`config.mk`:
```
export PLATFORM = sky130hd
export DESIGN_NAME = ncl_fullword_reader_flat
export DESIGN_NICKNAME = d
export VERILOG_FILES = /design/src/rtl/ncl_fullword_reader_pkg.sv /design/src/rtl/ncl_fullword_reader_if.sv /design/src/rtl/ncl_word_fifo.sv /design/src/rtl/ncl_fullword_reader.sv /design/src/flat_wrapper.sv
export SDC_FILE = /design/constraint.sdc
export NUM_CORES = 1
export LEC_CHECK = 0
export BUFFER_PORTS_ARGS = -buffer_cell sky130_fd_sc_hd__buf_2
export CAP_MARGIN = 20
export CORE_MARGIN = 10
export CORE_UTILIZATION = 25
export CTS_CLUSTER_DIAMETER = 40
export DETAILED_ROUTE_END_ITERATION = 8
export GPL_TIMING_DRIVEN = 1
export PLACE_DENSITY = 0.46
export SYNTH_ARGS = -nofsm -noshare
export SYNTH_HDL_FRONTEND = slang
export SYNTH_SLANG_ARGS = --single-unit
```
`constraint.sdc`:
```
create_clock -name clk -period 5 [get_ports clk]
set_input_delay 0.5 -clock clk [delete_from_list [all_inputs] [get_ports clk]]
set_output_delay 0.5 -clock clk [all_outputs]
set_load 0.05 [all_outputs]
```
`src/rtl/ncl_fullword_reader_pkg.sv`:
```
// Shared NCL definitions: dual-rail codes and the reader FSM states.
package ncl_pkg;
    localparam logic [1:0] DR_NULL    = 2'b00;
    localparam logic [1:0] DR_ZERO    = 2'b01;
    localparam logic [1:0] DR_ONE     = 2'b10;
    localparam logic [1:0] DR_ILLEGAL = 2'b11;

    typedef enum logic {WAIT_DATA, WAIT_NULL} state_e;
endpackage

```
`src/rtl/ncl_fullword_reader_if.sv`:
```
// Ring-side dual-rail word plus the clocked valid/ready output stream.
interface ncl_fullword_reader_if #(parameter int WIDTH = 32);
    logic [2*WIDTH-1:0] rail_in;
    logic               comp_out;
    logic               out_valid;
    logic               out_ready;
    logic [WIDTH-1:0]   out_data;
    logic [31:0]        word_cnt;
    logic               err_illegal;

    modport master (input rail_in, out_ready,
                    output comp_out, out_valid, out_data, word_cnt, err_illegal);
    modport slave  (output rail_in, out_ready,
                    input comp_out, out_valid, out_data, word_cnt, err_illegal);
endinterface

```
`src/rtl/ncl_word_fifo.sv`:
```
// Show-ahead word buffer; extra pointer MSB separates full from empty.
module ncl_word_fifo #(
    parameter int WIDTH = 32,
    parameter int DEPTH = 4
) (
    input  logic             clk,
    input  logic             init_n,
    input  logic             push,
    input  logic [WIDTH-1:0] din,
    input  logic             pop,
    output logic [WIDTH-1:0] dout,
    output logic             full,
    output logic             empty
);
    localparam int AW = $clog2(DEPTH);

    logic [AW:0]                  wr_q, wr_d, rd_q, rd_d;
    logic [DEPTH-1:0][WIDTH-1:0]  mem_q, mem_d;
    logic                         do_push, do_pop;

    assign empty   = (wr_q == rd_q);
    assign full    = (wr_q[AW] != rd_q[AW]) && (wr_q[AW-1:0] == rd_q[AW-1:0]);
    assign do_push = push && !full;
    assign do_pop  = pop && !empty;
    // Head is forced to zero when empty so the output is defined right after reset.
    assign dout    = empty ? '0 : mem_q[rd_q[AW-1:0]];

    always_comb begin
        mem_d = mem_q;
        wr_d  = wr_q;
        rd_d  = rd_q;
        if (do_push) begin
            mem_d[wr_q[AW-1:0]] = din;
            wr_d = wr_q + 1'b1;
        end
        if (do_pop) rd_d = rd_q + 1'b1;
    end

    always_ff @(posedge clk) begin
        mem_q <= mem_d;
        if (!init_n) begin
            wr_q <= '0;
            rd_q <= '0;
        end else begin
            wr_q <= wr_d;
            rd_q <= rd_d;
        end
    end
endmodule

```
`src/rtl/ncl_fullword_reader.sv`:
```
// NCL-to-clocked boundary: synchronize dual-rail word, detect full DATA/NULL, ack the ring.
module ncl_fullword_reader
    import ncl_pkg::*;
#(
    parameter int WIDTH       = 32,
    parameter int SYNC_STAGES = 2,
    parameter int FIFO_DEPTH  = 4
) (
    input  logic                  clk,
    input  logic                  init_n,
    ncl_fullword_reader_if.master bus
);
    logic [SYNC_STAGES-1:0][2*WIDTH-1:0] sync_q, sync_d;
    logic [2*WIDTH-1:0] s, prev_q, prev_d;
    state_e             state_q, state_d;
    logic [31:0]        cnt_q, cnt_d;
    logic               err_q, err_d;
    logic               all_data, all_null, any_ill, stable;
    logic [WIDTH-1:0]   data_word, fifo_dout;
    logic               push, pop, full, empty;

    assign s      = sync_q[SYNC_STAGES-1];
    assign sync_d = {sync_q[SYNC_STAGES-2:0], bus.rail_in};
    assign prev_d = s;
    // A wavefront only counts once two successive samples agree bit-for-bit.
    assign stable = (s == prev_q);
    assign pop    = bus.out_ready && !empty;

    always_comb begin
        all_data  = 1'b1;
        all_null  = 1'b1;
        any_ill   = 1'b0;
        data_word = '0;
        for (int i = 0; i < WIDTH; i++) begin
            data_word[i] = s[2*i+1];
            case (s[2*i +: 2])
                DR_NULL:         all_data = 1'b0;
                DR_ZERO, DR_ONE: all_null = 1'b0;
                default: begin
                    all_data = 1'b0;
                    all_null = 1'b0;
                    any_ill  = 1'b1;
                end
            endcase
        end
    end

    always_comb begin
        state_d = state_q;
        cnt_d   = cnt_q;
        err_d   = err_q | any_ill;
        push    = 1'b0;
        case (state_q)
            WAIT_DATA: if (all_data && stable && !full) begin
                push    = 1'b1;
                cnt_d   = cnt_q + 32'd1;
                state_d = WAIT_NULL;
            end
            WAIT_NULL: if (all_null && stable) state_d = WAIT_DATA;
            default:   state_d = WAIT_DATA;
        endcase
    end

    always_ff @(posedge clk) begin
        if (!init_n) begin
            sync_q  <= '0;
            prev_q  <= '0;
            state_q <= WAIT_DATA;
            cnt_q   <= '0;
            err_q   <= 1'b0;
        end else begin
            sync_q  <= sync_d;
            prev_q  <= prev_d;
            state_q <= state_d;
            cnt_q   <= cnt_d;
            err_q   <= err_d;
        end
    end

    ncl_word_fifo #(.WIDTH(WIDTH), .DEPTH(FIFO_DEPTH)) u_fifo (
        .clk   (clk),
        .init_n(init_n),
        .push  (push),
        .din   (data_word),
        .pop   (pop),
        .dout  (fifo_dout),
        .full  (full),
        .empty (empty)
    );

    assign bus.comp_out    = (state_q == WAIT_NULL);
    assign bus.out_valid   = !empty;
    assign bus.out_data    = fifo_dout;
    assign bus.word_cnt    = cnt_q;
    assign bus.err_illegal = err_q;
endmodule

```
`src/flat_wrapper.sv`:
```
// flat-port wrapper written by rule: the top's interface ports become plain ports
module ncl_fullword_reader_flat import ncl_pkg::*;
#(
    parameter int WIDTH       = 32,
    parameter int SYNC_STAGES = 2,
    parameter int FIFO_DEPTH  = 4
)
  (clk, init_n, bus_rail_in, bus_out_ready, bus_comp_out, bus_out_valid, bus_out_data, bus_word_cnt, bus_err_illegal);
  ncl_fullword_reader_if #(.WIDTH(WIDTH)) bus_i ();
  input  logic clk;
  input  logic init_n;
  input wire logic [$bits(bus_i.rail_in)-1:0] bus_rail_in;
  input wire logic [$bits(bus_i.out_ready)-1:0] bus_out_ready;
  output wire logic [$bits(bus_i.comp_out)-1:0] bus_comp_out;
  output wire logic [$bits(bus_i.out_valid)-1:0] bus_out_valid;
  output wire logic [$bits(bus_i.out_data)-1:0] bus_out_data;
  output wire logic [$bits(bus_i.word_cnt)-1:0] bus_word_cnt;
  output wire logic [$bits(bus_i.err_illegal)-1:0] bus_err_illegal;
  assign bus_i.rail_in = bus_rail_in;
  assign bus_i.out_ready = bus_out_ready;
  assign bus_comp_out = bus_i.comp_out;
  assign bus_out_valid = bus_i.out_valid;
  assign bus_out_data = bus_i.out_data;
  assign bus_word_cnt = bus_i.word_cnt;
  assign bus_err_illegal = bus_i.err_illegal;
  ncl_fullword_reader #(.WIDTH(WIDTH), .SYNC_STAGES(SYNC_STAGES), .FIFO_DEPTH(FIFO_DEPTH)) u_core (.clk(clk), .init_n(init_n), .bus(bus_i));
endmodule
```
# Word level (Yosys, flattened, before mapping)
# Index checks and enable logic that the tools add are counted.
[op_classes] n_addsub=3 magnitude_cmp=3 eq_ne=68 muxes=106 n_bitwise=2 n_reduce_logical=107
[op_table] operator="$bwmux W128" n=1
[op_table] operator="$mux W1" n=99
[op_table] operator="$mux W32" n=3
[op_table] operator="$reduce_or A3 Y1" n=32
[op_table] operator="$bmux W32 S2" n=1
[op_table] operator="$demux W32 S2" n=1
[op_table] operator="$eq A2 B1 Y1 const B" n=32
[op_table] operator="$eq A2 B2 Y1 const B" n=32
[op_table] operator="$eq A64 B64 Y1" n=1
[op_table] operator="$logic_not A2 Y1" n=32
[op_table] operator="$reduce_or A2 Y1" n=32
[op_table] operator="$add A32 B1 Y32 const B" n=1
[op_table] operator="$logic_and A1 B1 Y1" n=8
[op_table] operator="$add A3 B1 Y3 const B" n=2
[op_table] operator="$lt A2 B3 Y1 const B" n=2
[op_table] operator="$eq A3 B3 Y1" n=1
[op_table] operator="$eq A2 B2 Y1" n=1
[op_table] operator="$ge A2 B1 Y1 const B" n=1
[op_table] operator="$logic_not A1 Y1" n=2
[op_table] operator="$pmux W1 S2" n=1
[op_table] operator="$reduce_and A2 Y1" n=1
[op_table] operator="$ne A1 B1 Y1" n=1
[op_table] operator="$not A1 Y1" n=1
[op_table] operator="$or A1 B1 Y1" n=1
[totals] ff_bits=360 output_inout_bits=67

# Depth between registers and ports, before layout
# Gate-level depths: netlist of the first run.
[logic_depth] depth_word=39 depth_mapped=11

# Cells and area by module
# Synthesis of the first run repeated with hierarchy kept, for this count alone.
[unflattened] cells_unflattened=1142 hier_area_um2=14176.1
[modules_own_cells] mod="ncl_fullword_reader" instances=1 cells_per_inst=870 area_each_um2=8777.2 seq_area_each_um2=4524.3
[modules_own_cells] mod="ncl_word_fifo" instances=1 cells_per_inst=272 area_each_um2=5398.9 seq_area_each_um2=3963.8

# Worst setup path after synthesis of the first run
# OpenSTA, ideal clock, no wires.
[synth_timing] path_type="reg-to-reg" from="register u_core.sync_q (netlist bit u_core.prev_d[41])" to="register u_core.u_fifo.mem_q[100] (netlist name), enable pin" setup_time_ps=461 t_arrival_ps=4288 required_time_ps=4539 slack_ps=251 stages_incl_launch_ff=11 synth_period_minus_slack_ps=4749 path_cell_list="dfxtp_1 inv_1 ha_1 nand4_1 nor4_1 nand4_1 or4_4 buf_6 buf_6 clkbuf_1 nor3_1"
[synth_between] elab_chain_cells=19 elab_cells_between_ends=21 cone_classes="eq/ne: 3; mux: 14; reduce/logical: 4"
[synth_rtl] item="start: declaration" line_no="ncl_fullword_reader.sv:13" source="logic [SYNC_STAGES-1:0][2*WIDTH-1:0] sync_q, sync_d;"
[synth_rtl] item="start signal: assignment" line_no="ncl_fullword_reader.sv:72" source="sync_q <= sync_d;"
[synth_rtl] item="$eq A2 B1 Y1 or $eq A2 B2 Y1 (tied branches)" line_no="ncl_fullword_reader.sv:36" source="case (s[2*i +: 2])"
[synth_rtl] item="$reduce_or A2 Y1"
[synth_rtl] item="$mux W1 (12 in a row)" line_no="ncl_fullword_reader.sv:36"
[synth_rtl] item="$logic_and A1 B1 Y1 (*) (2 in a row)" line_no="ncl_fullword_reader.sv:54" source="WAIT_DATA: if (all_data && stable && !full) begin"
[synth_rtl] item="$mux W1 (*)" line_no="ncl_fullword_reader.sv:54"
[synth_rtl] item="$mux W1 (*)" line_no="ncl_fullword_reader.sv:53" source="case (state_q)"
[synth_rtl] item="$logic_and A1 B1 Y1 (*)" line_no="ncl_word_fifo.sv:23" source="assign do_push = push && !full;"
[synth_rtl] item="end signal: assignment" line_no="ncl_word_fifo.sv:40" source="mem_q <= mem_d;"
[synth_rtl] item="end: declaration" line_no="ncl_word_fifo.sv:18" source="logic [DEPTH-1:0][WIDTH-1:0] mem_q, mem_d;"
# Every way passes the cells marked *; elsewhere a longest branch is shown, timed or not.
# A chain may end at the register's enable or synchronous reset.

# Worst setup path in the final report of the first run
[layout_timing] from="register u_core.sync_q (netlist bit u_core.prev_d[33])" to="register u_core.u_fifo.mem_q[92] (netlist name), enable pin"
[layout_between] elab_chain_cells=23 elab_cells_between_ends=25 cone_classes="eq/ne: 3; mux: 18; reduce/logical: 4"
[layout_rtl] item="$eq A2 B1 Y1 or $eq A2 B2 Y1 (tied branches)" line_no="ncl_fullword_reader.sv:36"
[layout_rtl] item="$reduce_or A2 Y1"
[layout_rtl] item="$mux W1 (16 in a row)" line_no="ncl_fullword_reader.sv:36"
[layout_rtl] item="$logic_and A1 B1 Y1 (*) (2 in a row)" line_no="ncl_fullword_reader.sv:54"
[layout_rtl] item="$mux W1 (*)" line_no="ncl_fullword_reader.sv:54"
[layout_rtl] item="$mux W1 (*)" line_no="ncl_fullword_reader.sv:53"
[layout_rtl] item="$logic_and A1 B1 Y1 (*)" line_no="ncl_word_fifo.sv:23"
# Marks and branches as above.

==> results of run 1 <==
cell families (layout without fill, tap and decap cells):
kind of cell	count (synthesis)	in the layout
AND/OR/NAND/NOR	385	385
XOR/XNOR	69	69
AO/OA/AOI/OAI	69	69
flip-flops	360	360
buffers and inverters	123	306
multiplexers	36	36
adder cells (fa/ha/maj)	70	70
power groups by stage:
stage	clock network [mW]	registers [mW]	logic, mW
6_report	3.53	3.14	0.225
5_1_grt	3.74	3.14	0.254
4_1_cts	3.63	3.14	0.233
3_5_place_dp	0	3.20	0.232
3_3_place_gp	0	3.20	0.233
2_1_floorplan	0	3.19	0.130
layer usage:
layer	track usage	up-vias
li1	-	4177
met1	0.140	4221
met2	0.184	211
met3	0.0280	55
met4	0.0350	0
met5	0	-
registers in the layout, indices dropped and copies added (netlist names):
signal and flops:
u_core.bus.comp_out 1, u_core.u_fifo.rd_q 3, u_core.u_fifo.mem_q 128, u_core.sync_d 64, u_core.bus.word_cnt 32, u_core.bus.err_illegal 1, u_core.prev_d 64, u_core.u_fifo.wr_q 3
u_core.prev_q 64
cell type report:
| class | count | area share |
|---|---|---|
| sequential | 360 | 0.498 |
| multi-input combinational | 629 | 0.288 |
| clock buffer | 63 | 0.0786 |
| tap | 748 | 0.0549 |
| timing repair buffer | 145 | 0.0452 |
| clock inverter | 27 | 0.0197 |
| inverter | 71 | 0.0156 |
layout by cell type, fill, tap and decap left out, types with 2 or more instances in the layout:
master / count
a21oi_1: 30
and2_1: 135
and3_1: 9
and4_1: 6
buf_2: 132
buf_4: 11
bufinv_16: 4
clkbuf_1: 8
clkbuf_16: 50
clkbuf_8: 4
clkinv_2: 3
clkinv_4: 3
clkinvlp_4: 5
dfxtp_1: 231
edfxtp_1: 128
ha_1: 70
inv_1: 70
inv_16: 2
inv_6: 6
inv_8: 2
mux2i_1: 4
mux4_2: 32
nand2_1: 13
nand2b_1: 5
nand3_1: 19
nand4_1: 44
nor2_1: 68
nor2b_1: 32
nor4_1: 20
o21ai_0: 6
o311ai_0: 3
o31ai_1: 27
or4_1: 26
xnor2_1: 67
xor2_1: 2
how the worst max path moves through the flow:
stage / start / end / slack [ns]
6_report: u_core.prev_d[33]$_SDFF_PN0_ / u_core.u_fifo.mem_q[92]$_DFFE_PP_ / 1.41
5_1_grt: u_core.prev_d[5]$_SDFF_PN0_ / u_core.u_fifo.mem_q[63]$_DFFE_PP_ / 1.13
4_1_cts: u_core.prev_d[5]$_SDFF_PN0_ / u_core.u_fifo.mem_q[63]$_DFFE_PP_ / 1.32
3_5_place_dp: u_core.prev_d[5]$_SDFF_PN0_ / u_core.u_fifo.mem_q[60]$_DFFE_PP_ / 1.35
3_3_place_gp: u_core.prev_d[51]$_SDFF_PN0_ / u_core.u_fifo.mem_q[58]$_DFFE_PP_ / 1.43
2_1_floorplan: u_core.prev_d[41]$_SDFF_PN0_ / u_core.u_fifo.mem_q[100]$_DFFE_PP_ / 0.25
stage by stage:
step,setup WS [ns],cells,power (mW),utilization
floorplan,0.251,1112,3.32,-
global placement,1.43,1951,3.43,0.279
detailed placement,1.35,1951,3.43,0.279
CTS,1.32,2041,7.00,0.309
global route,1.13,2043,7.14,0.310
finish,1.41,2043,6.89,0.310
==> reports/qor.txt, run 1 <==
Post-CTS Resized: 0
P_sw: 1.56 mW
GRT Overall Usage: 0.111
clock power share: 0.512
top sig layer: met4
Pleak: 6.60 nW
met3 WL: 1.80 mm
setup repair bufs after CTS: 0
hold path start: bus_rail_in[41]
Synth Register Bits: 360
cells along the critical path: inv_1, ha_1, nand4_1, nor4_1, nand4_1, or4_4, nor2_1, and2_1, buf_4
Metal-1 WL: 16.8 mm
worst clock skew: 0.0212 ns
Worst slew margin: 0.367
# hold bufs at CTS: 0
Max Cap Viol: 0
most used cell, CP: nand4_1
Fill cells: 5695
drc violations: 0
Syn Area/Cell: 12.5 sq um
Multi-input gate area: 4920 sq um
Core Region: 55100 sq um
RR Startpoint: u_core.prev_d[33]$_SDFF_PN0_
number of core rows: 86
FF+latch area: 8490 sq um
initial DRC count: 523
simple-gate share of the synthesized area: 0.161
most common cell in the synthesized netlist: dfxtp_1
Congestion Overflow GR: 0
power per cell area: 404 nW/um^2
DIE AREA: 65400 sq um
initial antenna violation count: 3
Mapped Nets: 1249
pin count of the biggest net entering global routing: 143
Fin. Hold Viols: 0
worst hold path class: primary input to flop
Max VDD drop: 0.000266 V
vias in the first global route: 9104
slowest CP cell: or4_4
clk_lat worst skew: 0.59 ns
Die Span X: 256 um
Max Transition Viols Final: 0
Hold EP: u_core.sync_d[105]$_SDFF_PN0_
Mapped Cells: 1112
switching share of power: 0.226
DR WL/cell: 18.2 um
crit path kind: flop to flop
Primary FF master, synth: dfxtp_1
Req. time, crit path: 5.22 ns
RSZ-0062 raised after global routing: no
adder-cell share of the synthesized area: 0.0630
FMAX: 0.278 GHz
Clock transition at path regs: 0.05 ns
Placement Cell Area: 15400 sq um
sequential power share: 0.455
Final Setup Violations: 0
Mapped Area: 13900 sq um
post-synthesis sequential area ratio: 0.611
EDFF count, synth: 128
final std cell area, no fill: 17100 sq um
Critical Path End Type: flop
Clock Sinks: 360
first-pass GRT wire length: 55.9 mm
commonest cells in the netlist: dfxtp_1 (232), and2_1 (135), edfxtp_1 (128), ha_1 (70), inv_1 (70)
DR pass1 iterations: 5
Top delay family on crit path: simple AND/OR/NAND/NOR gates
ANT cells: 0
fraction of layout cells with a size suffix above 1: 0.205
port buffer count: 133
io pins: 134
Buf/Inv on CP: 2
Starting Density: 0.252
Hold Slack: 0.115 ns
Logic pwr share: 0.033
async set-reset flop share out of synthesis: 0
Post-Route WL: 37.1 mm
RR Endpoint: u_core.u_fifo.mem_q[92]$_DFFE_PP_
mux cell area share after synthesis: 0.0548
Synth Area in XOR/XNOR: 0.0435
total number of vias: 8664
Post-DRT Antenna Nets: 0
CP max FO: 53
Setup TNS: 0 ns
period utilization: 0.718
Tmin final: 3.59 ns
Die H: 256 um
CTS buffer count: 48
Yosys top cell by area: dfxtp_1
met2 routed WL: 17.6 mm
Clock Path Buffers: 3
CTS tree: done
largest cells by area after synthesis: dfxtp_1 (33%), edfxtp_1 (28%), ha_1 (6.3%), and2_1 (6.1%), mux4_2 (5.2%)
DP HPWL: 26.1 mm
Critical Path Stages: 9
critical path's largest stage delay: 0.71 ns
outcome: finished, final reports clean
largest family of logic cells by synthesized area: simple AND/OR/NAND/NOR gates
R2R Setup Slk: 1.41 ns
hold depth: 2
post-synthesis compound-gate area fraction: 0.0312
DR vias/cell: 4.24
H-tree levels: 2
Synth top area share: 0.334
Root Driver: clkbuf_16
Arr. time, crit path: 3.81 ns
fin nets: 1392
Critical Path Source Type: flop
worst reg-to-reg path cell count: 9
Netlist cell types: 37
final RePlAce weighted congestion: 0.790
synth warn: 0
Cell Int Power: 5.33 mW
area growth from synthesis to layout: 22.8%
worst-margin pin slew: 0.948 ns
(Power assumes the default switching activity.)
==> inputs of run 2 (changes only) <==
- clock period: 5 -> 3.2 ns (I/O delays scaled with it)
==> run 2 against run 1 <==
  * Register-to-register slack got worse by 1.2 ns
  * Critical path type unchanged
  * Sequential share of layout area decreased by 2.9 points
  * Clock-buffer cell count increased by 5
  * Clock power increased by 75%
  * Largest power group unchanged
  * Fmax increased by 19%
  * Highest routed layer unchanged
==> reports/qor.txt, run 2 (synthesized netlist as in run 1, its figures left out) <==
Pleak: 7.11 nW
critical path's largest stage delay: 0.57 ns
drc violations: 0
Final Setup Violations: 0
Die Span X: 256 um
Req. time, crit path: 3.70 ns
switching share of power: 0.224
Logic pwr share: 0.036
Arr. time, crit path: 3.53 ns
fin cells: 2130
DR WL/cell: 17.5 um
worst hold path class: primary input to flop
Post-Route WL: 37.3 mm
CTS buffer count: 55
RR Endpoint: u_core.bus.word_cnt[30]$_SDFFE_PN0P_
Post-DRT Antenna Nets: 0
number of core rows: 86
Max VDD drop: 0.000447 V
GRT Overall Usage: 0.113
Clock Sinks: 360
worst-margin pin slew: 0.672 ns
outcome: finished, final reports clean
CP max FO: 62
port buffer count: 133
Critical Path End Type: flop
FMAX: 0.331 GHz
fin nets: 1472
Setup TNS: 0 ns
Worst Setup Slack, final: 0.177 ns
Congestion Overflow GR: 0
initial antenna violation count: 4
DP HPWL: 25.8 mm
worst clock skew: 0.0282 ns
area growth from synthesis to layout: 31.1%
Clock transition at path regs: 0.06 ns
pin count of the biggest net entering global routing: 75
first-pass GRT wire length: 57.0 mm
Die H: 256 um
vias in the first global route: 9354
Root Driver: clkbuf_16
RSZ-0062 raised after global routing: no
Most flops, register: u_core.u_fifo.mem_q
hold path start: bus_out_ready
CTS tree: done
R2R Setup Slk: 0.18 ns
clock power share: 0.537
RR Startpoint: u_core.prev_d[31]$_SDFF_PN0_
Starting Density: 0.252
final core occ: 0.331
DIE AREA: 65400 sq um
Max Cap Viol: 0
initial DRC count: 584
Core Region: 55100 sq um
io pins: 134
Cell Int Power: 8.91 mW
Clock Path Buffers: 3
final RePlAce weighted congestion: 0.789
# placed instances: 1962
P_sw: 2.57 mW
clk_lat worst skew: 0.61 ns
DR pass1 iterations: 5
power per cell area: 630 nW/um^2
Fin. Hold Viols: 0
cells along the critical path: xnor2_1, nand4_1, nor4_1, nand4_1, buf_12, or4_1, a21oi_1
Tmin final: 3.02 ns
total number of vias: 8961
ANT cells: 0
worst slack at placement: 0.225 ns
Worst slew margin: 0.550
H-tree levels: 2
hold depth: 4
Hold EP: u_core.u_fifo.rd_q[2]$_SDFFE_PN0P_
DR vias/cell: 4.21
crit path kind: flop to flop
period utilization: 0.945
leading cell type in the layout, fill and taps excluded: dfxtp_1
sequential power share: 0.428
fraction of layout cells with a size suffix above 1: 0.238
Max Transition Viols Final: 0
number of flip-flops in the largest register: 128
most frequent cells in the layout: dfxtp_1 (200), and2_1 (132), buf_2 (132), edfxtp_1 (128)
most used cell, CP: nand4_1
slowest CP cell: nor4_1
worst reg-to-reg path cell count: 7
Critical Path Source Type: flop
==> run 2: changes by cell type in the layout (fill, tap and decap cells not counted), moves of 4 or more <==
cell	change
buf_12	+9
clkbuf_16	+7
dfxtp_1	-31
dfxtp_2	+27
dfxtp_4	+4
dlygate4sd3_1	+64
inv_1	-7
inv_2	+6
==> run 2: worst max-delay path by stage <==
stage / slack (ns) / start / cells after the start / to
3_5_place_dp: 0.22 / u_core.prev_d[32]$_SDFF_PN0_ / 10 / u_core.bus.word_cnt[14]$_SDFFE_PN0P_
4_1_cts: 0.19 / u_core.prev_d[31]$_SDFF_PN0_ / 7 / u_core.bus.word_cnt[14]$_SDFFE_PN0P_
3_3_place_gp: 0.25 / u_core.prev_d[32]$_SDFF_PN0_ / 10 / u_core.bus.word_cnt[21]$_SDFFE_PN0P_
2_1_floorplan: -0.005 / u_core.prev_d[47]$_SDFF_PN0_ / 10 / u_core.u_fifo.mem_q[100]$_DFFE_PP_
5_1_grt: 0.08 / u_core.prev_d[55]$_SDFF_PN0_ / 10 / u_core.bus.word_cnt[25]$_SDFFE_PN0P_
6_report: 0.18 / u_core.prev_d[31]$_SDFF_PN0_ / 7 / u_core.bus.word_cnt[30]$_SDFFE_PN0P_
==> run 2: final cells by class <==
class,count,area (sq um)
Clock buffer,68,1500
Clock inverter,36,430
Fill cell,5599,36900
Inverter,71,269
Multi-Input combinational cell,629,4960
Sequential cell,360,8540
Tap cell,748,936
Timing Repair Buffer,218,1590
==> run 2: per-layer routing <==
metal	global-route usage	vias to the layer above	routed length, um
li1	-	4346	-
met1	0.145	4362	16900
met2	0.187	196	17800
met3	0.0292	57	1940
met4	0.0298	0	672
met5	0	-	0
==> run 2: critical path, delay by kind of cell (launching register included) <==
family,cells,cell delay (ns)
xor+xnor,1,0.35
simple gates,4,1.69
compound gates,1,0.16
buf+inv,1,0.31
flops,1,0.38
==> run 2: metrics by stage <==
step	instance area [sq um]	power [mW]	hold WS, ns
after global routing	18200	11.9	0.135
after floorplan	14000	5.18	0.411
after CTS	18200	11.7	0.0819
final	18200	11.5	0.119
after detailed placement	15700	5.36	0.417
after global placement	15700	5.36	0.417
==> run 2: power groups by stage <==
stage | logic (mW) | registers (mW) | clock network, mW
after floorplan | 0.205 | 4.98 | 0
after global placement | 0.361 | 5.00 | 0
after detailed placement | 0.358 | 5.01 | 0
after CTS | 0.421 | 4.91 | 6.32
after global routing | 0.462 | 4.92 | 6.54
final | 0.411 | 4.91 | 6.16
==> run 2: what timing repair did <==
action                                  4_1_cts  5_1_grt
endpoints found under the setup margin        0        3
hold buffers                                 64        0
buffers inserted                              0        0
hold endpoints to repair                     64        0
resized for setup                             0        1
==> inputs of run 3 (changes only) <==
- CORE_ASPECT_RATIO: default -> 0.75
- RECOVER_POWER: default -> 25
- SLEW_MARGIN: default -> 10
==> run 3 against run 2 <==
  * The run now ends with max-capacitance violations, max-slew violations left
  * Clock skew fell by 0.0078 ns
  * Final area fell by 0.83%
  * Worst hold slack about the same
  * Clock power down 2%
  * Utilization fell by 0.051 points
  * Flip-flop and latch count unchanged
  * Sequential share of layout area is 0.34 points higher
  * Clock-buffer cell count is 6 lower
  * Cell count shrank 1.5%
  * Critical endpoint is now u_core.bus.word_cnt[16]$_SDFFE_PN0P_
==> reports/qor.txt, run 3 (synthesized netlist as in run 1, its figures left out) <==
Req. time, crit path: 3.72 ns
RSZ-0062 raised after global routing: no
FMAX: 0.336 GHz
Placement Cell Area: 15600 sq um
first-pass GRT wire length: 57.9 mm
Max VDD drop: 0.000370 V
Clock Sinks: 360
DP HPWL: 26.3 mm
worst clock skew: 0.0203 ns
leading cell type in the layout, fill and taps excluded: dfxtp_1
fin nets: 1470
Tmin final: 2.98 ns
CTS tree: done
io pins: 134
DR WL/cell: 18.0 um
total number of vias: 8946
Worst slew margin: -0.946
final std cell area, no fill: 18100 sq um
DR vias/cell: 4.26
crit path kind: flop to flop
Max Cap Viol: 1
DR pass1 iterations: 5
port buffer count: 133
failing checks: max-capacitance violations, max-slew violations
most used cell, CP: nand4_1
GRT Overall Usage: 0.115
worst hold path class: primary input to flop
final RePlAce weighted congestion: 0.819
number of core rows: 74
DIE AREA: 65500 sq um
critical path's largest stage delay: 0.49 ns
area growth from synthesis to layout: 30.1%
Congestion Overflow GR: 0
slowest CP cell: or4_1
Clock Path Buffers: 3
initial DRC count: 551
Root Driver: clkbuf_16
Final Setup Violations: 0
initial antenna violation count: 5
fraction of layout cells with a size suffix above 1: 0.230
worst-margin pin slew: 2.92 ns
outcome: finished with violations
pin count of the biggest net entering global routing: 97
Clock transition at path regs: 0.06 ns
Die Span X: 292 um
power per cell area: 628 nW/um^2
Fin. Hold Viols: 0
Core Region: 54700 sq um
Critical Path Source Type: flop
cells along the critical path: inv_1, ha_1, nand4_1, nor4_2, nand4_1, buf_4, or4_4, buf_6, or4_1, a21oi_1
Pleak: 7.04 nW
Die H: 224 um
Max Transition Viols Final: 75
period utilization: 0.930
CP max FO: 49
Critical Path End Type: flop
Post-DRT Antenna Nets: 0
total power: 11.3 mW
most frequent cells in the layout: dfxtp_1 (210), buf_2 (132), edfxtp_1 (128), and2_1 (99)
Post-Route WL: 37.8 mm
R2R Setup Slk: 0.22 ns
Most flops, register: u_core.u_fifo.mem_q
vias in the first global route: 9429
CTS buffer count: 53
H-tree levels: 2
clk_lat worst skew: 0.60 ns
Setup TNS: 0 ns
Starting Density: 0.254
Arr. time, crit path: 3.50 ns
number of flip-flops in the largest register: 128
drc violations: 0
-- run 3: cell types whose count changed in the layout (fill, tap and decap cells not counted), sizes merged --
cell / previous run / this run
clkinv: 8 / 17
clkinvlp: 6 / 1
clkbuf: 68 / 63
inv: 87 / 83
buf: 154 / 153
diode: 0 / 1
-- run 3: metrics by stage --
stage / setup slack, ns / cells / hold WS, ns / utilization
2_1_floorplan: -0.00514 / 1112 / 0.411 / -
3_3_place_gp: 0.217 / 1935 / 0.422 / 0.284
3_5_place_dp: 0.0599 / 1935 / 0.424 / 0.284
4_1_cts: 0.0342 / 2097 / 0.0925 / 0.330
5_1_grt: 0.0355 / 2098 / 0.144 / 0.330
6_report: 0.223 / 2099 / 0.119 / 0.330
-- run 3: report_power, final --
part           switching (mW)  internal [mW]  leakage [nW]
registers              0.0823           4.83          3.33
logic                   0.209          0.208          2.80
clock network            2.32           3.70         0.910
total                    2.61           8.73          7.04
-- run 3: final cells by class --
type                            count  area [sq um]
Fill cell                        5525         36700
Clock inverter                     36           452
Sequential cell                   360          8530
Inverter                           71           269
Clock buffer                       62          1400
Antenna cell                        1          2.50
Tap cell                          722           903
Timing Repair Buffer              218          1550
Multi-Input combinational cell    629          4960
-- run 3: routing by layer --
metal	routed length [um]	GRT usage	vias up
li1	-	-	4334
met1	19000	0.162	4365
met2	16100	0.172	189
met3	1970	0.0255	58
met4	750	0.0342	0
met5	0	0	-
-- run 3: worst max-delay path: cells and delay by family (launching register included) --
kind / cells / cell delay (ns)
buffers and inverters: 3 / 0.51
adders and majority gates: 1 / 0.30
AOI/OAI and AO/OA: 1 / 0.17
DFF: 1 / 0.47
and+or+nand+nor: 5 / 1.44
-- run 3: worst paths after layout --
check,endpoint,cells after the start,from
setup / recovery,u_core.bus.word_cnt[16]$_SDFFE_PN0P_,10,u_core.prev_d[33]$_SDFF_PN0_
hold / removal,u_core.u_fifo.rd_q[2]$_SDFFE_PN0P_,4,bus_out_ready
setup reg to reg,u_core.bus.word_cnt[16]$_SDFFE_PN0P_,10,u_core.prev_d[33]$_SDFF_PN0_
hold reg to reg,u_core.prev_d[48]$_SDFF_PN0_,1,u_core.sync_d[112]$_SDFF_PN0_
-- run 3: repair_timing --
| item | 4_1_cts | 5_1_grt |
|---|---|---|
| hold endpoints to repair | 64 | 0 |
| setup buffers | 0 | 1 |
| setup endpoints to repair | 0 | 124 |
| gates resized for setup | 0 | 3 |
| hold buffers | 64 | 0 |
